### config.mk
export PLATFORM = sky130hd
export DESIGN_NAME = multi_cycle_controller
export DESIGN_NICKNAME = d
export VERILOG_FILES = /design/src/rtl/multi_cycle_controller.sv
export SDC_FILE = /design/constraint.sdc
export NUM_CORES = 1
export LEC_CHECK = 0
export CORE_MARGIN = 2
export CORE_UTILIZATION = 49
export DETAILED_ROUTE_END_ITERATION = 10
export PLACE_DENSITY = 0.94
export SYNTH_ARGS = -nofsm -noshare
export SYNTH_HDL_FRONTEND = slang
export SYNTH_SLANG_ARGS = --single-unit
### constraint.sdc
create_clock -name CLK -period 5.29 [get_ports CLK]
set_input_delay 1.058 -clock CLK [delete_from_list [all_inputs] [get_ports CLK]]
set_output_delay 1.058 -clock CLK [all_outputs]
set_load 0.02 [all_outputs]
### src/rtl/multi_cycle_controller.sv
// Multi-cycle CPU control unit.
// Walks every instruction through IF/ID/EXE/MEM/WB as its opcode requires and
// produces the datapath strobes for each step. A retired-instruction counter
// advances on every cycle that writes the PC.
//
// Timing notes:
//  - RegWre, mRD and mWR are registered. Each is computed from the next state,
//    so it is valid for the whole of the state it belongs to. The asynchronous
//    reset returns these three to their idle values at once, so an aborted
//    instruction cannot keep writing.
//  - The IR loads at the same edge that enters ID, so during ID the Op input
//    has only just become valid. For that reason PCWre, PCSrc and IRWre are
//    decoded combinationally from the current state. PCSrc also needs zero in
//    EXE without a cycle of delay, which is another reason it is combinational.
//  - Decodes that depend only on the opcode are combinational. They follow Op
//    in every state.
module multi_cycle_controller (
    input  logic        CLK,
    input  logic        Reset,
    input  logic [5:0]  Op,
    input  logic        zero,
    output logic        PCWre,
    output logic        IRWre,
    output logic        InsMemRW,
    output logic        ALUSrcA,
    output logic        ALUSrcB,
    output logic        DBDataSrc,
    output logic        RegWre,
    output logic        mRD,
    output logic        mWR,
    output logic        RegDst,
    output logic        ExtSel,
    output logic [1:0]  PCSrc,
    output logic [2:0]  ALUOp,
    output logic [2:0]  state,
    output logic [15:0] inst_count
);

    // Opcode map
    localparam logic [5:0] OP_ADD   = 6'b000000;
    localparam logic [5:0] OP_SUB   = 6'b000001;
    localparam logic [5:0] OP_ADDIU = 6'b000010;
    localparam logic [5:0] OP_ANDI  = 6'b010000;
    localparam logic [5:0] OP_AND   = 6'b010001;
    localparam logic [5:0] OP_ORI   = 6'b010010;
    localparam logic [5:0] OP_OR    = 6'b010011;
    localparam logic [5:0] OP_SLL   = 6'b011000;
    localparam logic [5:0] OP_SLTI  = 6'b011100;
    localparam logic [5:0] OP_SW    = 6'b100110;
    localparam logic [5:0] OP_LW    = 6'b100111;
    localparam logic [5:0] OP_BEQ   = 6'b110000;
    localparam logic [5:0] OP_BNE   = 6'b110001;
    localparam logic [5:0] OP_BLTZ  = 6'b110010;
    localparam logic [5:0] OP_J     = 6'b111000;
    localparam logic [5:0] OP_HALT  = 6'b111111;

    // ALU function codes
    localparam logic [2:0] ALU_ADD = 3'b000;
    localparam logic [2:0] ALU_SUB = 3'b001;
    localparam logic [2:0] ALU_SLL = 3'b010;
    localparam logic [2:0] ALU_OR  = 3'b011;
    localparam logic [2:0] ALU_AND = 3'b100;
    localparam logic [2:0] ALU_SLT = 3'b110;

    // PC source selections
    localparam logic [1:0] PC_INC    = 2'b00;
    localparam logic [1:0] PC_BRANCH = 2'b01;
    localparam logic [1:0] PC_JUMP   = 2'b10;

    typedef enum logic [2:0] {
        S_IF   = 3'b000,
        S_ID   = 3'b001,
        S_EXE  = 3'b010,
        S_MEM  = 3'b011,
        S_WB   = 3'b100,
        S_HALT = 3'b111
    } state_t;

    state_t      state_reg;
    state_t      state_next;
    logic [15:0] count_reg;
    logic        reg_wre_reg;
    logic        mrd_reg;
    logic        mwr_reg;

    // Opcode classes
    logic is_add, is_sub, is_addiu, is_andi, is_and, is_ori, is_or;
    logic is_sll, is_slti, is_sw, is_lw, is_beq, is_bne, is_bltz;
    logic is_j, is_halt;
    logic is_alu;       // register-writing ALU instruction (EXE then WB)
    logic is_mem;       // lw or sw (EXE then MEM)
    logic is_branch;    // conditional branch, finishes in EXE
    logic is_defined;

    logic pc_wre;
    logic branch_taken;
    logic [1:0] pc_src;

    // Per-opcode match lines
    always_comb begin
        is_add   = (Op == OP_ADD);
        is_sub   = (Op == OP_SUB);
        is_addiu = (Op == OP_ADDIU);
        is_andi  = (Op == OP_ANDI);
        is_and   = (Op == OP_AND);
        is_ori   = (Op == OP_ORI);
        is_or    = (Op == OP_OR);
        is_sll   = (Op == OP_SLL);
        is_slti  = (Op == OP_SLTI);
        is_sw    = (Op == OP_SW);
        is_lw    = (Op == OP_LW);
        is_beq   = (Op == OP_BEQ);
        is_bne   = (Op == OP_BNE);
        is_bltz  = (Op == OP_BLTZ);
        is_j     = (Op == OP_J);
        is_halt  = (Op == OP_HALT);

        is_alu     = is_add | is_sub | is_addiu | is_andi | is_and |
                     is_ori | is_or | is_sll | is_slti;
        is_mem     = is_sw | is_lw;
        is_branch  = is_beq | is_bne | is_bltz;
        is_defined = is_alu | is_mem | is_branch | is_j | is_halt;
    end

    // Opcode-only datapath selects; these follow Op in every state
    always_comb begin
        ALUSrcA   = is_sll;
        ALUSrcB   = is_addiu | is_andi | is_ori | is_slti | is_sw | is_lw;
        RegDst    = is_add | is_sub | is_and | is_or | is_sll;
        DBDataSrc = is_lw;
        ExtSel    = ~(is_andi | is_ori);
        InsMemRW  = 1'b1;

        ALUOp = ALU_ADD;
        if (is_sub | is_beq | is_bne)
            ALUOp = ALU_SUB;
        else if (is_sll)
            ALUOp = ALU_SLL;
        else if (is_ori | is_or)
            ALUOp = ALU_OR;
        else if (is_andi | is_and)
            ALUOp = ALU_AND;
        else if (is_slti | is_bltz)
            ALUOp = ALU_SLT;
    end

    // Next-state logic: each opcode class takes its own path back to IF
    always_comb begin
        state_next = S_IF;
        case (state_reg)
            S_IF:   state_next = S_ID;
            S_ID: begin
                if (is_halt)
                    state_next = S_HALT;
                else if (is_j || !is_defined)
                    state_next = S_IF;      // j and undefined ops finish here
                else
                    state_next = S_EXE;
            end
            S_EXE: begin
                if (is_branch)
                    state_next = S_IF;
                else if (is_mem)
                    state_next = S_MEM;
                else
                    state_next = S_WB;
            end
            S_MEM:  state_next = is_lw ? S_WB : S_IF;
            S_WB:   state_next = S_IF;
            S_HALT: state_next = S_HALT;    // only Reset leaves HALT
            default: state_next = S_IF;
        endcase
    end

    // PC write and PC source, asserted in the last state of each instruction
    always_comb begin
        branch_taken = (is_beq & zero) | ((is_bne | is_bltz) & ~zero);

        pc_wre = 1'b0;
        pc_src = PC_INC;
        case (state_reg)
            S_ID: begin
                if (is_j || !is_defined)
                    pc_wre = 1'b1;
                if (is_j)
                    pc_src = PC_JUMP;
            end
            S_EXE: begin
                if (is_branch) begin
                    pc_wre = 1'b1;
                    if (branch_taken)
                        pc_src = PC_BRANCH;
                end
            end
            S_MEM:  pc_wre = is_sw;
            S_WB:   pc_wre = 1'b1;
            default: begin
                pc_wre = 1'b0;
                pc_src = PC_INC;
            end
        endcase
    end

    // State register, retire counter and registered write strobes
    always_ff @(posedge CLK or negedge Reset) begin
        if (!Reset) begin
            state_reg   <= S_IF;
            count_reg   <= 16'h0000;
            reg_wre_reg <= 1'b0;
            mrd_reg     <= 1'b1;
            mwr_reg     <= 1'b1;
        end else begin
            state_reg   <= state_next;
            if (pc_wre)
                count_reg <= count_reg + 16'h0001;
            reg_wre_reg <= (state_next == S_WB);
            mrd_reg     <= !((state_next == S_MEM) && is_lw);
            mwr_reg     <= !((state_next == S_MEM) && is_sw);
        end
    end

    // While in reset state_reg is IF, so the state-decoded strobes are idle too
    assign IRWre      = (state_reg == S_IF) && Reset;
    assign PCWre      = pc_wre;
    assign PCSrc      = pc_src;
    assign RegWre     = reg_wre_reg;
    assign mRD        = mrd_reg;
    assign mWR        = mwr_reg;
    assign state      = state_reg;
    assign inst_count = count_reg;

endmodule

==> results by group, run 1 <==
Synthesis
  • Mapped Area: 1380 um2
  • Synth async-reset ratio: 100%
  • Top cells by area, synth: dfrtp_1 (36%), xnor2_1 (8.9%), nand4_1 (5.0%), nand2_1 (4.6%), dfstp_2 (3.8%)
  • Share of the synthesized area in the top cell type: 36.4%
  • Yosys top cell by area: dfrtp_1
  • Cells after Synth: 154
  • Top-count cell post-synth: dfrtp_1
  • Net Count, Synth: 164
  • Syn avg cell area: 8.93 um2
  • Register bit total from synthesis: 22
  • Yosys warns: 0
  • Post-synth EDFFs: 0
  • Synth unique cells: 44
  • Top FF cell, synth: dfrtp_1
  • Share of the yosys chip area belonging to registers: 40.2%
  • Most frequent cells after synthesis: dfrtp_1 (20), nand2_1 (17), xnor2_1 (14), nor2_1 (12), nand4_1 (11)

Layout
  • Fill cells: 215
  • Fin area: 1840 um2
  • Antenna Cells: 0
  • Multi-input gate area: 754 um2
  • Share of layout cells above drive strength 1: 5.26%
  • Area growth syn-to-layout: 33.7%
  • Max FFs per register: 16
  • Nets@finish: 201
  • FF+latch area: 553 um2
  • Post-layout util: 67.8%

Setup path
  • FF-to-FF path depth: 4
  • Crit path kind: in2out
  • Worst reg-to-reg setup slack: 3230 ps
  • Reg2reg end: inst_count[1]$_DFFE_PN0P_
  • Critical path startpoint category: primary input
  • WP data arrival: 3700 ps
  • Critical Path RT: 4230 ps
  • Crit end category: output pin
  • Crit-path max FO: 17
  • Reg2reg start: state[0]$_DFF_PN0_

Clock network
  • Hold buffer count at cts: 0
  • Clock Path Buffers: 2
  • CTS Buf Count: 3
  • CTS tree: done
  • TritonCTS Sinks: 22
  • Post-CTS Resized: 0
  • # Post-CTS Setup Buffers: 0
  • Htree depth: 1
  • Clock Tree Root: clkbuf_4
  • Worst-path clk slew: 120 ps
  • Clk_lat worst skew: 310 ps

Floorplan
  • Starting Density: 50.7%
  • CORE AREA: 2710 um2
  • Num rows: 19
  • Die area: 3250 um2
  • IO Pins: 44
  • Die span in y: 57.0 um
  • Die width: 57.0 um

Timing
  • Max Transition Viols Final: 0
  • Setup TNS: 0 ps
  • Fin crit share: 89.9%
  • Worst Skew: 13.9 ps
  • Hold Vio Cnt, Final: 0
  • Final Setup Violations: 0
  • Min cycle time layout: 4750 ps
  • Final WS setup: 536 ps
  • RSZ-0062 raised after global routing: no
  • F_max: 210 MHz

Power and ir drop
  • Pwr per Cell Area: 375 nW/um2
  • Leak: 0.000717 uW
  • Total power: 690 uW
  • Peak VDD IR: 0.394 mV

Routing
  • Post-DRT Antenna Nets: 0
  • DR vias: 1300
  • Drc violations: 0
  • Total wire length: 3.13 mm
  • Drt pass-1 iters: 4
  • Number of vias per cell: 5.88
  • Starting DRT DRC Count: 64
  • Routed length per placed instance: 14.2 um

Global routing
  • Gr ovfl total: 0
  • Pin count of the biggest net entering global routing: 24
  • Total GRT Usage: 20.1%
  • Initial antenna violation count: 0
  • Global-route wire length before repair: 5.29 mm
  • Vias in the first global route: 1199

Worst hold path
  • HP Start: inst_count[15]$_DFFE_PN0P_
  • WHS Endpoint: inst_count[15]$_DFFE_PN0P_
  • WHS Path Cells: 1
  • Worst Hold Class: reg2reg

Run
  • Max Cap Viol: 0

Place
  • DP Worst Slack: 571 ps
  • Placer congestion estimate: 0.815
  • Area after DPL: 1790 um2
  • Post-detail-place hpwl: 2.35 mm
  • IO Port Bufs: 42

Run status
  • Outcome: finished, final reports clean
==> critical path, stage by stage <==
cell and delay [ps]:
clkdlybuf4s50_1 600, or2_1 410, or4_1 490, a21o_1 220, o211ai_4 210, clkdlybuf4s50_1 710
==> through the flow <==
stage               hold WS [ps]  cells
floorplan                    582    154
global placement             462    217
detailed placement           478    217
CTS                          500    221
global route                 514    221
finish                       486    221
==> per-layer routing <==
layer  vias up  part of all wire [%]  GRT usage, %
met5         -                     0             0
met4         0                   1.9          8.31
met3         6                   4.7          2.49
met2        44                    52          36.9
met1       623                    41          23.6
li1        627                     -             -
==> cell families after synthesis <==
family	Yosys count	synth area share (%)
other	1	0.273
buffers and inverters	13	4.91
XOR/XNOR	16	10.2
AO/OA/AOI/OAI	23	13.1
adder cells (fa/ha/maj)	1	0.910
AND/OR/NAND/NOR	77	29.6
flip-flops	22	40.2
multiplexers	1	0.819
==> where the power goes <==
part | internal (uW) | switching (uW) | total [uW]
sequential | 204 | 62.7 | 267
combinational | 139 | 159 | 297
clock | 76.6 | 48.7 | 125
total | 420 | 270 | 690
==> worst max path at each step <==
stage	startpoint	end	slack, ps
after floorplan	Op[2]	PCWre	1870
after global placement	Op[2]	PCWre	610
after detailed placement	Op[2]	PCWre	570
after CTS	Op[2]	PCWre	560
after global routing	Op[2]	PCWre	440
final	Op[2]	PCWre	540
==> area by class of cell <==
cell class                      count  area share (%)
Clock buffer                        3            1.23
Clock inverter                      1            1.63
Inverter                            1           0.204
Multi-Input combinational cell    119            41.0
Sequential cell                    22            30.1
Tap cell                           31            2.11
Timing Repair Buffer               44            23.7
==> placed cells by master, fill, tap and decap left out, types with 2 or more instances in the layout <==
cell type	count
clkdlybuf4s50_1	42
nand4_1	11
a211oi_1	2
nand2b_1	3
a21o_1	2
o21a_1	3
dfstp_2	2
a31oi_1	2
xor2_1	2
dfrtp_1	20
nor2b_1	3
xnor2_1	14
clkbuf_4	3
nor3_1	5
nand2_1	17
o21ai_0	2
and2_1	3
nor3b_1	2
nor2_1	12
nand3_1	8
a21oi_1	4
buf_4	2
and3_1	6
Power figures use the tool's default switching activity.
==> run 2, diff against run 1 <==
--- a/config.mk
+++ b/config.mk
@@ -5,10 +5,10 @@
 export SDC_FILE = /design/constraint.sdc
 export NUM_CORES = 1
 export LEC_CHECK = 0
-export CORE_MARGIN = 2
+export CORE_MARGIN = 5
 export CORE_UTILIZATION = 49
 export DETAILED_ROUTE_END_ITERATION = 10
-export PLACE_DENSITY = 0.94
+export PLACE_DENSITY_LB_ADDON = 0.25
 export SYNTH_ARGS = -nofsm -noshare
 export SYNTH_HDL_FRONTEND = slang
 export SYNTH_SLANG_ARGS = --single-unit
==> run 2 against run 1 <==
Compared with the run above:
- sequential cell count is the same
- non-clock buffer count shrank 1
- sequential power is essentially flat
- routed wire length grew 1.2%
- global-route usage shrank 3.5 points
- cell count shrank 0.45%
- first-iteration DRC count grew 22%
- critical path depth is the same
- hold slack lost 5.1 ps
- maximum frequency grew 0.25%
- critical path type unchanged
- highest routed layer unchanged
- register-to-register slack is essentially flat
==> results by group, run 2 (synthesis results as in run 1) <==
Run status
  • Outcome: finished, final reports clean

Worst hold path
  • Worst Hold Class: reg2reg

Global routing
  • Total GRT Usage: 16.6% (-3.5 points)
  • Global-route wire length before repair: 5.54 mm (+4.7%)
  • Vias in the first global route: 1220 (+1.8%)
  • Gr ovfl total: 0 (unchanged)
  • Initial antenna violation count: 0 (unchanged)
  • Pin count of the biggest net entering global routing: 24 (unchanged)

Floorplan
  • Die width: 63.0 um (+11%)
  • Starting Density: 50.3% (-0.44 points)
  • Num rows: 19 (unchanged)
  • CORE AREA: 2730 um2 (+0.88%)
  • Die span in y: 63.0 um (+11%)
  • IO Pins: 44 (unchanged)
  • Die area: 3970 um2 (+22%)

Layout
  • Most common cell after layout, fill and taps aside: clkdlybuf4s50_1
  • Share of layout cells above drive strength 1: 4.76% (-0.50 points)
  • Area growth syn-to-layout: 33.1%
  • Nets@finish: 200 (-0.50%)
  • Max FFs per register: 16 (unchanged)
  • Fill cells: 218 (+1.4%)
  • Most frequent cells in the layout: clkdlybuf4s50_1 (42), dfrtp_1 (20), nand2_1 (17)
  • Antenna Cells: 0 (unchanged)

Place
  • IO Port Bufs: 42 (unchanged)
  • Placer congestion estimate: 0.864 (+6.1%)
  • Post-detail-place hpwl: 2.40 mm (+2.1%)

Clock network
  • CTS Buf Count: 3 (unchanged)
  • Htree depth: 1 (unchanged)
  • TritonCTS Sinks: 22 (unchanged)
  • CTS tree: done
  • Worst-path clk slew: 130 ps (about the same)
  • Clk_lat worst skew: 300 ps (about the same)
  • # Post-CTS Setup Buffers: 0 (unchanged)
  • Clock Tree Root: clkbuf_4
  • Hold buffer count at cts: 0 (unchanged)
  • Post-CTS Resized: 0 (unchanged)
  • Clock Path Buffers: 2 (unchanged)

Routing
  • Drc violations: 0 (unchanged)
  • Drt pass-1 iters: 4 (unchanged)
  • Total wire length: 3.17 mm (+1.2%)
  • WL met2: 1.59 mm (-3.0%)
  • Post-DRT Antenna Nets: 0 (unchanged)
  • DR vias: 1263 (-2.8%)
  • Top Metal Used: met4
  • Routed length per placed instance: 14.4 um (+1.6%)
  • Total length of routed met3 wires: 195 um (+34%)
  • Number of vias per cell: 5.74 (-2.4%)
  • DRT met1 WL: 1.37 mm (+6.5%)
  • Starting DRT DRC Count: 78 (+22%)

Setup path
  • Critical path's largest stage delay: 700 ps (about the same)
  • Slowest cell on the critical path: clkdlybuf4s50_1
  • Crit-path max FO: 17 (unchanged)
  • Critical Path RT: 4230 ps (about the same)
  • Cell family with most CP delay: buffers and inverters
  • WP data arrival: 3680 ps (-20 ps)
  • Worst-path cell chain: clkdlybuf4s50_1 -> or2_1 -> or4_1 -> a21o_1 -> o211ai_4 -> clkdlybuf4s50_1
  • Critical path startpoint category: primary input
  • Crit end category: output pin
  • Crit path kind: in2out
  • Most used cell, CP: clkdlybuf4s50_1
  • WP buf/inv: 2 (unchanged)

Power and ir drop
  • Total power: 684 uW (-0.83%)
  • Leak: 0.000712 uW (-0.67%)
  • Pwr per Cell Area: 374 nW/um2 (-0.43%)
  • Peak VDD IR: 0.340 mV (-14%)

Timing
  • Setup TNS: 0 ps (unchanged)
  • Fin crit share: 89.6% (-0.22 points)
  • Worst Skew: 24.1 ps (+10.1 ps)
  • Final Setup Violations: 0 (unchanged)
  • RSZ-0062 raised after global routing: no
  • Max Transition Viols Final: 0 (unchanged)
  • Min cycle time layout: 4740 ps (-11.7 ps)
  • F_max: 211 MHz (+0.25%)
  • Hold Vio Cnt, Final: 0 (unchanged)
  • Fin Hold WS: 481 ps (-5.05 ps)

Run
  • Max Cap Viol: 0 (unchanged)
-- run 2: changes by cell type in the layout (fill, tap and decap cells not counted), sizes merged --
| cell | before | now |
|---|---|---|
| buf | 2 | 1 |
-- run 2: area by class of cell --
class                      count  area [um2]  share of cell area (%)
clock buffer                   3        22.5                    1.23
tap                           31        38.8                    2.12
multi-input combinational    119         754                    41.2
timing repair buffer          43         428                    23.4
sequential                    22         553                    30.2
inverter                       1        3.75                   0.205
clock inverter                 1        30.0                    1.64
-- run 2: final timing paths --
| check | end | cells past startpoint | startpoint | slack (ps) |
|---|---|---|---|---|
| min in group asynchronous | inst_count[6]$_DFFE_PN0P_ | 2 | Reset | 1090 |
| worst min-delay path | inst_count[15]$_DFFE_PN0P_ | 1 | inst_count[15]$_DFFE_PN0P_ | 480 |
| worst max register to register | inst_count[1]$_DFFE_PN0P_ | 4 | state[0]$_DFF_PN0_ | 3230 |
| worst min register to register | inst_count[15]$_DFFE_PN0P_ | 1 | inst_count[15]$_DFFE_PN0P_ | 480 |
| max in group asynchronous | mWR$_DFF_PN1_ | 2 | Reset | 3900 |
| worst max-delay path | PCWre | 6 | Op[2] | 550 |
-- run 2: report_power, final --
group / switching, uW / total [uW] / internal, uW
Sequential: 59.6 / 264 / 204
Clock: 48.5 / 125 / 76.5
Combinational: 157 / 295 / 138
-- run 2: metrics by stage --
stage | area (um2) | util [%] | worst slack, ps | std cells
2_1_floorplan | 1380 | - | 1870 | 154
3_3_place_gp | 1780 | 65.0 | 602 | 216
3_5_place_dp | 1780 | 65.0 | 563 | 216
4_1_cts | 1830 | 67.0 | 556 | 220
5_1_grt | 1830 | 67.0 | 389 | 220
6_report | 1830 | 67.0 | 548 | 220
-- run 2: worst reg2reg max path, delay by kind of cell (launching register included) --
kind	cells	cell delay [ps]
and+or+nand+nor	1	570
AOI/OAI and AO/OA	2	420
muxes	1	390
DFF	1	550
-- run 2: per-layer routing --
metal  up-vias  global-route usage [%]
met5         -                       0
met4         0                    3.18
met3         2                    4.14
met2        43                    29.0
met1       598                    20.6
li1        620                       -
==> run 3, diff against run 2 <==
--- a/config.mk
+++ b/config.mk
@@ -6,9 +6,11 @@
 export NUM_CORES = 1
 export LEC_CHECK = 0
 export CORE_MARGIN = 5
-export CORE_UTILIZATION = 49
+export CORE_UTILIZATION = 42
 export DETAILED_ROUTE_END_ITERATION = 10
 export PLACE_DENSITY_LB_ADDON = 0.25
+export REMOVE_ABC_BUFFERS = 1
+export SLEW_MARGIN = 20
 export SYNTH_ARGS = -nofsm -noshare
 export SYNTH_HDL_FRONTEND = slang
 export SYNTH_SLANG_ARGS = --single-unit
==> run 3 against run 2 <==
Compared with the run above:
- global-route usage is 2.2 points lower
- largest cell class unchanged
- largest power group unchanged
- via count increased by 1.0%
- sequential cell count stayed put
- critical endpoint unchanged
- highest routed layer unchanged
- clock power decreased by 28%
==> results by group, run 3 (synthesis results as in run 1) <==
Run status
  • Outcome: finished, final reports clean

Place
  • Area after DPL: 1790 um2 (+0.91%)
  • Post-detail-place hpwl: 2.37 mm (-1.0%)
  • IO Port Bufs: 42 (unchanged)
  • Placer congestion estimate: 0.893 (+3.4%)

Routing
  • Total length of routed met3 wires: 198 um (+1.5%)
  • Drc violations: 0 (unchanged)
  • Top Metal Used: met4
  • Number of vias per cell: 5.48 (-4.6%)
  • WL met2: 1.47 mm (-7.1%)
  • Post-DRT Antenna Nets: 0 (unchanged)
  • Total wire length: 3.10 mm (-2.3%)
  • DR vias: 1276 (+1.0%)
  • Routed length per placed instance: 13.3 um (-7.8%)
  • Drt pass-1 iters: 4 (unchanged)
  • Starting DRT DRC Count: 53 (-32%)
  • DRT met1 WL: 1.40 mm (+2.2%)

Clock network
  • TritonCTS Sinks: 22 (unchanged)
  • Worst-path clk slew: 110 ps (-20 ps)
  • CTS tree: done
  • # Post-CTS Setup Buffers: 0 (unchanged)
  • Clock Path Buffers: 2 (unchanged)
  • Clock Tree Root: clkbuf_4
  • CTS Buf Count: 3 (unchanged)
  • Htree depth: 1 (unchanged)
  • Post-CTS Resized: 0 (unchanged)
  • Clk_lat worst skew: 300 ps (about the same)
  • Hold buffer count at cts: 0 (unchanged)

Setup path
  • Critical path startpoint category: primary input
  • Crit end category: output pin
  • FF-to-FF path depth: 4 (unchanged)
  • WP data arrival: 3640 ps (-40 ps)
  • Crit-path max FO: 17 (unchanged)
  • Crit path kind: in2out
  • Critical Path RT: 4230 ps (about the same)

Floorplan
  • CORE AREA: 3100 um2 (+14%)
  • Num rows: 20 (+1)
  • Die area: 4520 um2 (+14%)
  • Die width: 67.2 um (+6.7%)
  • IO Pins: 44 (unchanged)
  • Starting Density: 44.3% (-6.0 points)
  • Die span in y: 67.2 um (+6.7%)

Layout
  • Share of layout cells above drive strength 1: 4.76% (unchanged)
  • Fill cells: 303 (+39%)
  • Antenna Cells: 0 (unchanged)
  • Most common cell after layout, fill and taps aside: clkdlybuf4s50_1
  • Nets@finish: 200 (unchanged)
  • Area growth syn-to-layout: 33.1% (unchanged)
  • Most frequent cells in the layout: clkdlybuf4s50_1 (42), dfrtp_1 (20), nand2_1 (17)
  • Fin area: 1830 um2 (unchanged)
  • Max FFs per register: 16 (unchanged)
  • Post-layout util: 59.0% (-8.0 points)

Run
  • Max Cap Viol: 0 (unchanged)

Timing
  • Final Setup Violations: 0 (unchanged)
  • Hold Vio Cnt, Final: 0 (unchanged)
  • Fin Hold WS: 482 ps (+1.23 ps)
  • Setup TNS: 0 ps (unchanged)
  • RSZ-0062 raised after global routing: no
  • F_max: 213 MHz (+0.85%)
  • Min cycle time layout: 4700 ps (-39.9 ps)
  • Max Transition Viols Final: 0 (unchanged)
  • Slew @ Worst Pin: 481 ps
  • Fin crit share: 88.9% (-0.75 points)
  • Worst Skew: 11.6 ps (-12.5 ps)
  • Max-slew headroom: 67.5%

Global routing
  • Initial antenna violation count: 0 (unchanged)
  • Global-route wire length before repair: 5.17 mm (-6.7%)
  • Pin count of the biggest net entering global routing: 24 (unchanged)
  • Total GRT Usage: 14.4% (-2.2 points)
  • Gr ovfl total: 0 (unchanged)
  • Vias in the first global route: 1176 (-3.6%)

Power and ir drop
  • Pwr per Cell Area: 355 nW/um2 (-5.1%)
  • Peak VDD IR: 0.159 mV (-53%)
  • Leak: 0.000705 uW (-0.98%)

Worst hold path
  • Worst Hold Class: reg2reg
  • WHS Path Cells: 1 (unchanged)
[run 3: cell types whose count changed in the layout (fill, tap and decap cells not counted), sizes merged]
cell and delta:
bufinv -1, clkbuf +1
[run 3: routing by layer]
layer  up-vias  GRT usage, %
li1        620             -
met1       606          18.3
met2        48          24.8
met3         2          2.33
met4         0          4.81
met5         -             0
[run 3: cell type report]
| class | instances | area (um2) | area share, % |
|---|---|---|---|
| tap | 44 | 55.1 | 3.01 |
| sequential | 22 | 553 | 30.2 |
| clock buffer | 4 | 36.3 | 1.98 |
| timing repair buffer | 43 | 428 | 23.4 |
| multi-input combinational | 119 | 754 | 41.2 |
| inverter | 1 | 3.75 | 0.205 |
[run 3: path summary, 6_finish.rpt]
check / startpoint / end / slack (ps)
min in group asynchronous: Reset / inst_count[0]$_DFFE_PN0P_ / 1090
min: inst_count[15]$_DFFE_PN0P_ / inst_count[15]$_DFFE_PN0P_ / 480
max: Op[2] / PCWre / 590
min reg2reg: inst_count[15]$_DFFE_PN0P_ / inst_count[15]$_DFFE_PN0P_ / 480
max reg2reg: state[0]$_DFF_PN0_ / inst_count[1]$_DFFE_PN0P_ / 3270
max in group asynchronous: Reset / mWR$_DFF_PN1_ / 3910
[run 3: worst max-delay path, stage by stage]
cell	delay (ps)
clkdlybuf4s50_1	580
or2_1	390
or4_1	490
a21o_1	210
o211ai_4	210
clkdlybuf4s50_1	700
[run 3: per-stage QoR]
stage | setup slack (ps) | std cells | power (uW)
2_1_floorplan | 2010 | 142 | 424
3_3_place_gp | 621 | 229 | 554
3_5_place_dp | 601 | 229 | 564
4_1_cts | 595 | 233 | 654
5_1_grt | 477 | 233 | 690
6_report | 588 | 233 | 649
[run 3: power by group]
group | total, uW | internal (uW) | switching (uW)
Sequential | 264 | 204 | 59.5
Clock | 89.9 | 41.9 | 48.0
Combinational | 295 | 138 | 157
Total | 649 | 385 | 264
